**config.mk**
```make
export PLATFORM = sky130hd
export DESIGN_NAME = bomb_defuse_ctrl_flat
export DESIGN_NICKNAME = d
export VERILOG_FILES = /design/src/rtl/bomb_defuse_ctrl_if.sv /design/src/rtl/bomb_defuse_ctrl.sv /design/src/flat_wrapper.sv
export SDC_FILE = /design/constraint.sdc
export NUM_CORES = 1
export LEC_CHECK = 0
export BUFFER_PORTS_ARGS = -buffer_cell sky130_fd_sc_hd__buf_2
export CAP_MARGIN = 20
export CORE_MARGIN = 1.5
export CORE_UTILIZATION = 40
export DETAILED_ROUTE_END_ITERATION = 8
export SETUP_SLACK_MARGIN = 0.2
export SLEW_MARGIN = 20
export SYNTH_ARGS = -nofsm -noshare
export SYNTH_HDL_FRONTEND = slang
export SYNTH_SLANG_ARGS = --single-unit
```
**constraint.sdc**
```tcl
create_clock -name clk -period 5.55 [get_ports clk]
set_input_delay 0.8325 -clock clk [delete_from_list [all_inputs] [get_ports clk]]
set_output_delay 0.8325 -clock clk [all_outputs]
set_load 0.005 [all_outputs]
```
**src/rtl/bomb_defuse_ctrl_if.sv**
```systemverilog
// Bus between the game core and its surroundings.
// The player side (switches, arm button, display return) drives the
// requests, and the game core drives the status lines back.
interface bomb_defuse_ctrl_if #(
    parameter int NUM_WIRES = 4
);
    logic                 start;
    logic [2:0]           key;
    logic [NUM_WIRES-1:0] wires;
    logic                 repeatRst;
    logic                 armed;
    logic                 success;
    logic                 fail;
    logic [6:0]           secs_left;
    logic                 tick;

    modport master (
        output start, key, wires, repeatRst,
        input  armed, success, fail, secs_left, tick
    );

    modport slave (
        input  start, key, wires, repeatRst,
        output armed, success, fail, secs_left, tick
    );
endinterface

```
**src/rtl/bomb_defuse_ctrl.sv**
```systemverilog
// Game core of the bomb-dismantlement game.
// Arms a countdown, watches the wire switches through a synchronizer, and
// decides win or lose. A wrong cut costs a strike and a time penalty, and
// a second strike ends the round. The display stages pulse repeatRst to
// return the core to idle.
module bomb_defuse_ctrl #(
    parameter int NUM_WIRES  = 4,
    parameter int TICK_DIV   = 1000,
    parameter int COUNT_SECS = 60,
    parameter int PENALTY    = 10
) (
    input  logic              clk,
    input  logic              rst_n,
    bomb_defuse_ctrl_if.slave bus
);

    localparam int              CNT_W     = (TICK_DIV > 1) ? $clog2(TICK_DIV) : 1;
    localparam logic [CNT_W-1:0] CNT_LAST  = CNT_W'(TICK_DIV - 1);
    localparam logic [6:0]      SECS_INIT = 7'(COUNT_SECS);
    localparam logic [7:0]      PENALTY_W = 8'(PENALTY);

    typedef enum logic [1:0] {
        IDLE,
        ARMED,
        SUCCESS,
        FAIL
    } state_t;

    state_t               state;
    state_t               state_next;

    logic [NUM_WIRES-1:0] s1;
    logic [NUM_WIRES-1:0] s2;
    logic [NUM_WIRES-1:0] s3;
    logic [NUM_WIRES-1:0] cut;
    logic [NUM_WIRES-1:0] target;

    logic [2:0]           key_q;
    logic [2:0]           key_next;
    logic [6:0]           secs_q;
    logic [6:0]           secs_next;
    logic [6:0]           secs_penalised;
    logic [7:0]           deduct;
    logic [1:0]           strikes_q;
    logic [1:0]           strikes_next;
    logic [CNT_W-1:0]     cnt_q;
    logic [CNT_W-1:0]     cnt_next;
    logic                 tick_now;

    // Bring the asynchronous switches into the clock domain and keep one extra
    // sample so a falling edge (a fresh cut) can be detected.
    always_ff @(posedge clk or negedge rst_n) begin
        if (!rst_n) begin
            s1 <= '1;
            s2 <= '1;
            s3 <= '1;
        end else begin
            s1 <= bus.wires;
            s2 <= s1;
            s3 <= s2;
        end
    end

    // Only 1->0 transitions count; re-connecting a wire never raises an event.
    // A key beyond the wire count shifts out to an empty mask, so every cut is wrong.
    assign cut      = s3 & ~s2;
    assign target   = NUM_WIRES'(1) << key_q;
    assign tick_now = (state == ARMED) && (cnt_q == CNT_LAST);

    // Time left after a wrong cut, clamped at zero; a tick in the same cycle costs one more second.
    always_comb begin
        deduct         = PENALTY_W + {7'd0, tick_now};
        secs_penalised = 7'd0;
        if ({1'b0, secs_q} > deduct) begin
            secs_penalised = secs_q - deduct[6:0];
        end
    end

    // Round sequencing: arming, per-cycle cut/tick evaluation in priority order, and end-of-round return.
    always_comb begin
        state_next   = state;
        key_next     = key_q;
        secs_next    = secs_q;
        strikes_next = strikes_q;
        cnt_next     = cnt_q;
        case (state)
            IDLE: begin
                if (bus.start && (&s2)) begin
                    state_next   = ARMED;
                    key_next     = bus.key;
                    secs_next    = SECS_INIT;
                    cnt_next     = '0;
                    strikes_next = 2'd0;
                end
            end
            ARMED: begin
                cnt_next = tick_now ? '0 : cnt_q + CNT_W'(1);
                if ((cut != '0) && (cut == target)) begin
                    state_next = SUCCESS;
                end else if (cut != '0) begin
                    strikes_next = strikes_q + 2'd1;
                    if (strikes_q == 2'd1) begin
                        state_next = FAIL;
                    end else begin
                        secs_next = secs_penalised;
                        if (secs_penalised == 7'd0) begin
                            state_next = FAIL;
                        end
                    end
                end else if (tick_now) begin
                    secs_next = secs_q - 7'd1;
                    if (secs_q == 7'd1) begin
                        state_next = FAIL;
                    end
                end
            end
            SUCCESS, FAIL: begin
                if (bus.repeatRst) begin
                    state_next = IDLE;
                end
            end
            default: begin
                state_next = IDLE;
            end
        endcase
    end

    // Game state register.
    always_ff @(posedge clk or negedge rst_n) begin
        if (!rst_n) begin
            state <= IDLE;
        end else begin
            state <= state_next;
        end
    end

    // Round data: latched key, remaining seconds, strike count and the per-second divider.
    always_ff @(posedge clk or negedge rst_n) begin
        if (!rst_n) begin
            key_q     <= 3'd0;
            secs_q    <= 7'd0;
            strikes_q <= 2'd0;
            cnt_q     <= '0;
        end else begin
            key_q     <= key_next;
            secs_q    <= secs_next;
            strikes_q <= strikes_next;
            cnt_q     <= cnt_next;
        end
    end

    assign bus.armed     = (state == ARMED);
    assign bus.success   = (state == SUCCESS);
    assign bus.fail      = (state == FAIL);
    assign bus.secs_left = secs_q;
    assign bus.tick      = tick_now;

endmodule

```
**src/flat_wrapper.sv**
```systemverilog
// flat-port wrapper written by rule: the top's interface ports become plain ports
module bomb_defuse_ctrl_flat 
#(
    parameter int NUM_WIRES  = 4,
    parameter int TICK_DIV   = 1000,
    parameter int COUNT_SECS = 60,
    parameter int PENALTY    = 10
)
  (clk, rst_n, bus_start, bus_key, bus_wires, bus_repeatRst, bus_armed, bus_success, bus_fail, bus_secs_left, bus_tick);
  bomb_defuse_ctrl_if #(.NUM_WIRES(NUM_WIRES)) bus_i ();
  input  logic clk;
  input  logic rst_n;
  input wire logic [$bits(bus_i.start)-1:0] bus_start;
  input wire logic [$bits(bus_i.key)-1:0] bus_key;
  input wire logic [$bits(bus_i.wires)-1:0] bus_wires;
  input wire logic [$bits(bus_i.repeatRst)-1:0] bus_repeatRst;
  output wire logic [$bits(bus_i.armed)-1:0] bus_armed;
  output wire logic [$bits(bus_i.success)-1:0] bus_success;
  output wire logic [$bits(bus_i.fail)-1:0] bus_fail;
  output wire logic [$bits(bus_i.secs_left)-1:0] bus_secs_left;
  output wire logic [$bits(bus_i.tick)-1:0] bus_tick;
  assign bus_i.start = bus_start;
  assign bus_i.key = bus_key;
  assign bus_i.wires = bus_wires;
  assign bus_i.repeatRst = bus_repeatRst;
  assign bus_armed = bus_i.armed;
  assign bus_success = bus_i.success;
  assign bus_fail = bus_i.fail;
  assign bus_secs_left = bus_i.secs_left;
  assign bus_tick = bus_i.tick;
  bomb_defuse_ctrl #(.NUM_WIRES(NUM_WIRES), .TICK_DIV(TICK_DIV), .COUNT_SECS(COUNT_SECS), .PENALTY(PENALTY)) u_core (.clk(clk), .rst_n(rst_n), .bus(bus_i));
endmodule
```
==> results by group, run 1 <==
Die
  • Rows: 26
  • Ports: 22
  • Die span in y: roughly 75 um
  • Core Area: between 5000 and 6000 sq um
  • Die Width: 75.1 um
  • Initial Util: about two fifths
  • Die ar.: roughly 5600 sq um

Worst hold path
  • Worst Hold Class: reg -> reg
  • Hold path endpoint: u_core.s2[2]
  • Hold Path Depth: 0
  • HP Start: u_core.s1[2]

CTS
  • Reg clk slew, reported paths: around 0.08 ns
  • H-tree levels: 2
  • Clock sink count: 36
  • Clk buf depth: 2
  • Post-CTS setup buffer count: 0
  • Root Driver: clkbuf_8
  • CTS tree: built
  • Post-cts resize count: 0
  • Clock latency on the worst-skew pair: 0.29 ns
  • Hold Buf Count CTS: 0
  • Num CTS Buffers: 5

Timing
  • Setup TNS: 0 ns
  • Final Max Tran Viols: 0
  • Final setup fails: 0
  • Clock Skew: 0.00660 ns
  • Final Cycle Share: about three fifths
  • Fmax: between 0.3 and 0.4 GHz
  • Fin crit period: 3.27 ns
  • Least-Margin Pin Slew: 0.843 ns
  • Final WS setup: 2.28 ns
  • Fin. Hold Viols: 0
  • RSZ-0062 raised after global routing: no
  • Max transition margin: a little over two fifths

Setup path
  • Req. time, crit path: 5.73 ns
  • CP max FO: 10
  • Endpoint of the worst register-to-register path: u_core.bus.secs_left[4]
  • R2R setup slack: about 2.3 ns
  • Worst Path Arrival: 3.44 ns
  • Slowest Stage Delay on Critical Path: 0.49 ns
  • FF-to-FF Start: u_core.state[1]
  • Worst Path Buf+Inv: 2
  • Worst path top cell family by delay: compound AO/OA/AOI/OAI gates
  • CP max-delay cell: nor4_1
  • Reg2Reg Depth: 12
  • Crit path kind: reg -> reg
  • Setup crit start kind: register
  • WP depth: 12
  • Critical path endpoint category: register
  • Critical path cell sequence: inv_1 -> nand2_1 -> nor4_1 -> ha_1 -> inv_1 -> ha_1 -> a21boi_0 -> o21ai_0 -> nand2_1 -> a21oi_1 -> o21ai_0 -> o31a_1

Pwr
  • Leak Pwr: 0.000992 uW
  • Maximum vdd drop: 0.000200 V
  • Clk network pwr share: 19.8%
  • Sw Share: between 40 and 50%
  • Seq pwr share: 41.8%
  • Gate power share: about two fifths
  • Power Dens Cells: between 400 and 500 nW/um^2
  • Total power: 968 uW
  • P_int: slightly below 600 uW
  • NetSw: 391 uW

Yosys
  • Share of Yosys cell area claimed by the top area cell type: 28.9%
  • Synth cell types: 62
  • Post-Synthesis Cells: roughly 220
  • Syn nets: roughly 240
  • Xor/xnor cell area share of the yosys netlist: less than 1%
  • Area contributors post-synth: dfrtp_1, dfstp_2, o21ai_0
  • Yosys warnings: 0
  • Mux share of post-synthesis cell area: 1.75%
  • Post-Syn Area: 2080 sq um
  • Main combinational cell family by area after synthesis: compound AO/OA/AOI/OAI gates
  • Area leader, netlist: dfrtp_1
  • Most used flip-flop cell after synthesis: dfrtp_1
  • Register area share after synthesis: ~44%
  • Avg Cell Area, Syn: 9.27 sq um
  • Compound-Gate Fraction of Synth Area: 24.9%
  • Adder-Cell Fraction of Synth Area: 3.61%
  • Fraction of registers with async set/reset: 100%
  • Seq cells post-synth: 36
  • EDFF count, synth: 0
  • Simple-gate area share of the yosys netlist: 20.5%

Place
  • Placed Cells incl. Taps: 306
  • Port Buffers: 21
  • Gp weighted congestion: 0.866
  • Dpl ws: 2.36 ns
  • HPWL after DPL: 3.31 mm

Global route
  • Vias in the first global route: 1679
  • Largest net degree at the start of global routing: 37
  • GR Util All Layers: roughly a fifth
  • First-pass GRT wire length: 7.94 mm
  • Remaining Overflow, GRT: 0
  • Antenna violations before repair: 0

Routing
  • Wire length on met1: 2.35 mm
  • Final WL: 4.63 mm
  • Metal3 WL: 122 um
  • Via density: 5.56
  • Routed wire length per instance: 14.7 um
  • DRT Pass-1 Iters: 4
  • Iteration-0 DRC count of the detailed router: 105
  • Met2 routed WL: between 2 and 2.5 mm
  • DR top layer: met4
  • Routed Antenna Nets: 0
  • Via count: 1745
  • DRC viols: 0

Cells and area
  • Final Util: 46.0%
  • N_diodes: 0
  • Fill cells: slightly above 500
  • Synth-to-layout area growth: 11.7%
  • Post-route insts no fill: 314
  • Multi-input gate area: 1070 sq um
  • Layout cell share with drive strength beyond 1: a little over a fifth
  • Register Area: 916 sq um
  • Fin nets: between 200 and 300

Job
  • MaxCap Viol Count: 0

Outcome
  • Outcome: finished clean
kinds of logic after synthesis:
group / Yosys count
flops: 36
buf+inv: 21
xor+xnor: 2
fa+ha+maj: 6
compound gates: 74
simple gates: 82
mux: 3
sequential cells by signal (all words and copies together) (netlist names):
name / cells
u_core.key_q: 3
u_core.strikes_q: 2
u_core.s1: 4
u_core.state: 2
u_core.s2: 4
u_core.cnt_q: 10
u_core.bus.secs_left: 7
u_core.s3: 4
cell type report:
class	count	share of cell area [%]
multi-input cells	167	46.2
flip-flops and latches	36	39.5
repair buffers	22	4.85
well taps	70	3.77
clock buffers	5	2.96
inverters	11	1.78
clock inverters	3	0.970
worst register-to-register path, cell delays in order (launching register included):
cell and delay, ns:
dfrtp_1 0.43, inv_1 0.11, nand2_1 0.26, nor4_1 0.49
ha_1 0.24, inv_1 0.05, ha_1 0.24, a21boi_0 0.14
o21ai_0 0.43, nand2_1 0.23, a21oi_1 0.18, o21ai_0 0.08
o31a_1 0.28
power by group through the flow:
stage                     registers (uW)  clock network [uW]  logic, uW
after floorplan                      371                   0        305
after global placement               408                   0        370
after detailed placement             409                   0        373
after CTS                            404                 199        373
after global routing                 419                 210        426
final                                405                 191        372
synthesized netlist by cell type (all sizes together) (2+ instances only):
library cell   n
a31oi          3
and2           2
o31ai          4
dfstp         12
clkbuf         8
a21oi         10
nand2b         2
o22ai          2
o311ai         2
nand3          8
o32a           2
o221a          2
mux2           2
nor4           2
nand4          3
buf            2
dfrtp         24
nand2         23
nor2b          5
ha             6
and3           6
inv           11
o41ai          3
nor3           4
o21ai         26
a211o          3
nor2          18
o21a           3
worst max-delay path by stage:
stage / startpoint / end / slack (ns)
2_1_floorplan: u_core.state[1] / u_core.bus.secs_left[4] / 2.67
3_3_place_gp: u_core.state[1] / u_core.state[1] / 2.41
3_5_place_dp: u_core.state[1] / u_core.bus.secs_left[4] / 2.36
4_1_cts: u_core.state[1] / u_core.bus.secs_left[4] / 2.33
5_1_grt: u_core.state[1] / u_core.bus.secs_left[4] / 2.03
6_report: u_core.state[1] / u_core.bus.secs_left[4] / 2.28
cell usage in the layout, fill, tap and decap left out, types with 8 or more instances in the layout:
| master | count |
|---|---|
| dfstp_2 | 12 |
| dfrtp_1 | 24 |
| nand2_1 | 23 |
| nor2_1 | 18 |
| nand3_1 | 8 |
| a21oi_1 | 10 |
| inv_1 | 11 |
| buf_2 | 21 |
| o21ai_0 | 24 |
per-layer routing:
layer  vias to the layer above  global-route usage (%)
met5                         -                       0
met4                         0                    6.67
met3                         6                    3.48
met2                        28                    28.9
met1                       841                    26.1
li1                        870                       -
stage by stage:
step / cell area [sq um] / hold slack (ns)
after floorplan: 2080 / 0.345
after global placement: 2230 / 0.346
after detailed placement: 2230 / 0.347
after CTS: 2320 / 0.358
after global routing: 2320 / 0.361
final: 2320 / 0.357
(Power assumes the default switching activity.)
==> run 2, diff against run 1 <==
- ABC_AREA: unset -> 1
- clock period: 5.55 -> 2.8 ns (I/O delays scaled with it)
==> run 2 against run 1 <==
- non-clock buffer count grew 2
- count of clock-buffer cells in the layout grew 1
- fmax grew 39%
- utilization up 1.3 points
- synthesized cell count is 17% higher
- clock power is 120% higher
- total power rose to 2.6 times the previous value
- first-iteration DRC count grew 17%
- design area is 4.2% higher
- flip-flop and latch count unchanged
- hold slack worse by 0.14 ns
- critical endpoint is now u_core.state[0]
- largest cell class unchanged
==> results by group, run 2 <==
Yosys
  • Adder-Cell Fraction of Synth Area: 3.55%
  • Register area share after synthesis: 43.3%
  • Seq cells post-synth: 36
  • Area leader, netlist: dfrtp_1
  • Most common cell in the netlist: nand2_1
  • Area contributors post-synth: dfrtp_1, dfstp_2, nand2_1
  • Post-Synthesis Cells: ~260
  • Share of Yosys cell area claimed by the top area cell type: 28.4%
  • Compound-Gate Fraction of Synth Area: 9.64%
  • Most common library cells after synthesis: nand2_1, inv_1, dfrtp_1, nor2_1, nand3_1
  • Xor/xnor cell area share of the yosys netlist: under 10%
  • Main combinational cell family by area after synthesis: simple AND/OR/NAND/NOR gates
  • Most used flip-flop cell after synthesis: dfrtp_1
  • Avg Cell Area, Syn: 8.07 sq um
  • Post-Syn Area: 2110 sq um
  • Yosys warnings: 0
  • Mux share of post-synthesis cell area: around 1.1%
  • EDFF count, synth: 0
  • Syn nets: roughly 280
  • Fraction of registers with async set/reset: 100%
  • Simple-gate area share of the yosys netlist: 30.9%
  • Synth cell types: 35

Die
  • Die ar.: 5730 sq um
  • Core Area: approximately 5100 sq um
  • Die span in y: 75.7 um
  • Ports: 22
  • Rows: 26
  • Die Width: approximately 76 um
  • Initial Util: 41.4%

CTS
  • Root Driver: clkbuf_8
  • Reg clk slew, reported paths: 0.08 ns
  • H-tree levels: 2
  • Clock sink count: 36
  • Clock latency on the worst-skew pair: 0.29 ns
  • Num CTS Buffers: 5
  • CTS tree: built
  • Clk buf depth: 2

Timing
  • Fin. Hold Viols: 0
  • Setup TNS: 0 ns
  • Fin crit period: 2.35 ns
  • Final setup fails: 0
  • Final Cycle Share: 84.0%
  • Least-Margin Pin Slew: ~0.80 ns
  • RSZ-0062 raised after global routing: no
  • Clock Skew: 0.00582 ns
  • Final Max Tran Viols: 0
  • Max transition margin: 47.0%
  • Fmax: about 0.43 GHz

Worst hold path
  • Worst Hold Class: in -> async

Setup path
  • Worst Path Arrival: 2.54 ns
  • CP max FO: 9
  • Endpoint of the worst register-to-register path: u_core.state[0]
  • CP dominant cell by count: nand2_1
  • CP max-delay cell: dfrtp_1
  • FF-to-FF Start: u_core.cnt_q[0]
  • Req. time, crit path: 2.99 ns
  • Slowest Stage Delay on Critical Path: 0.39 ns
  • Critical path cell sequence: ha_1 -> nand2_2 -> nor2_1 -> and3_1 -> ha_1 -> inv_2 -> ha_2 -> nor2_1 -> nor2_2 -> nand2_2 -> nand2_4 -> nand2_1 -> nand2_1 -> nor2_1 -> nand2_1 -> nand2_2 -> nand3_1 -> nand2_1
  • Critical path endpoint category: register
  • Setup crit start kind: register
  • R2R setup slack: about 0.45 ns
  • Crit path kind: reg -> reg
  • Reg2Reg Depth: 18

Place
  • Placed cell areas: 2280 sq um
  • Placed Cells incl. Taps: 350
  • Port Buffers: 21
  • Gp weighted congestion: 0.874
  • HPWL after DPL: 3.15 mm

Pwr
  • Leak Pwr: 0.00116 uW
  • Maximum vdd drop: 0.000432 V
  • Power Dens Cells: 1050 nW/um^2

Cells and area
  • Max FFs per register: 10
  • Largest Register: u_core.cnt_q
  • Layout cell share with drive strength beyond 1: 26.9%
  • Fill cells: 522
  • Most frequent cells in the layout: nand2_1, inv_1, nor2_1, dfrtp_1, buf_2
  • Multi-input gate area: ~1000 sq um
  • Register Area: 916 sq um
  • Post-route insts no fill: 360
  • Final Cell Area: 2420 sq um
  • Most common cell after layout, fill and taps aside: nand2_1
  • Fin nets: 306
  • N_diodes: 0
  • Synth-to-layout area growth: 14.4%

Routing
  • Iteration-0 DRC count of the detailed router: 123
  • DRC viols: 0
  • DRT Pass-1 Iters: 5
  • Via count: 1727
  • Routed wire length per instance: 12.1 um
  • Final WL: 4.35 mm
  • Via density: about 4.8
  • Routed Antenna Nets: 0

Job
  • MaxCap Viol Count: 0

Outcome
  • Outcome: finished clean

Global route
  • Antenna violations before repair: 0
  • Vias in the first global route: 1592
  • Largest net degree at the start of global routing: 37
  • Remaining Overflow, GRT: 0
  • First-pass GRT wire length: 7.39 mm
  • GR Util All Layers: between 15 and 20%
-- run 2: area by class of cell --
cell class                      instances  share of cell area, %
Multi-Input combinational cell        188                   42.9
Sequential cell                        36                   37.9
Inverter                               34                   5.90
Timing Repair Buffer                   24                   5.28
Clock buffer                            6                   3.88
Tap cell                               70                   3.62
Clock inverter                          2                  0.517
-- run 2: timing repair --
action | CTS | global route
setup endpoints to repair | 0 | 3
gates resized for setup | 0 | 6
setup buffers | 0 | 2
hold buffers | 0 | 0
-- run 2: cells by family (layout without fill, tap and decap cells) --
family / Yosys count / in the layout
xor+xnor: 8 / 8
compound gates: 36 / 36
simple gates: 136 / 136
flops: 36 / 36
mux: 2 / 2
buf+inv: 38 / 66
fa+ha+maj: 6 / 6
-- run 2: report_power, final --
group	total (uW)	leakage (uW)	switching [uW]	internal [uW]
registers	840	0.000433	154	686
logic	1270	0.000673	790	480
clock network	427	0.0000523	199	228
total	2540	0.00116	1140	1390
-- run 2: how the worst max path moves through the flow --
stage / from / to / slack [ns] / cells after the start
finish: u_core.cnt_q[0] / u_core.state[0] / 0.45 / 18
global route: u_core.cnt_q[0] / u_core.state[0] / 0.22 / 18
CTS: u_core.cnt_q[0] / u_core.state[0] / 0.42 / 18
detailed placement: u_core.cnt_q[0] / u_core.state[0] / 0.42 / 18
global placement: u_core.cnt_q[0] / u_core.state[0] / 0.53 / 18
floorplan: u_core.cnt_q[0] / u_core.state[0] / 0.61 / 18
-- run 2: per-layer routing --
| layer | track usage, % | part of all wire, % |
|---|---|---|
| met2 | 26.8 | 45 |
| met4 | 5.36 | 0.87 |
| met5 | 0 | 0 |
| met1 | 24.5 | 50 |
| met3 | 3.97 | 4.4 |
-- run 2: per-stage QoR --
step	hold WS, ns	utilization [%]	total power (uW)	worst slack [ns]
after CTS	0.211	46.8	2520	0.415
after floorplan	0.124	-	1800	0.614
after global routing	0.202	47.4	2800	0.221
after global placement	0.346	44.7	2070	0.534
final	0.212	47.4	2540	0.447
after detailed placement	0.347	44.7	2080	0.419
-- run 2: worst max-delay path: cells and delay by family, from the launching register on --
kind,cells,cell delay (ns)
adders and majority gates,3,0.60
DFF,1,0.39
buffers and inverters,1,0.07
and+or+nand+nor,14,1.19
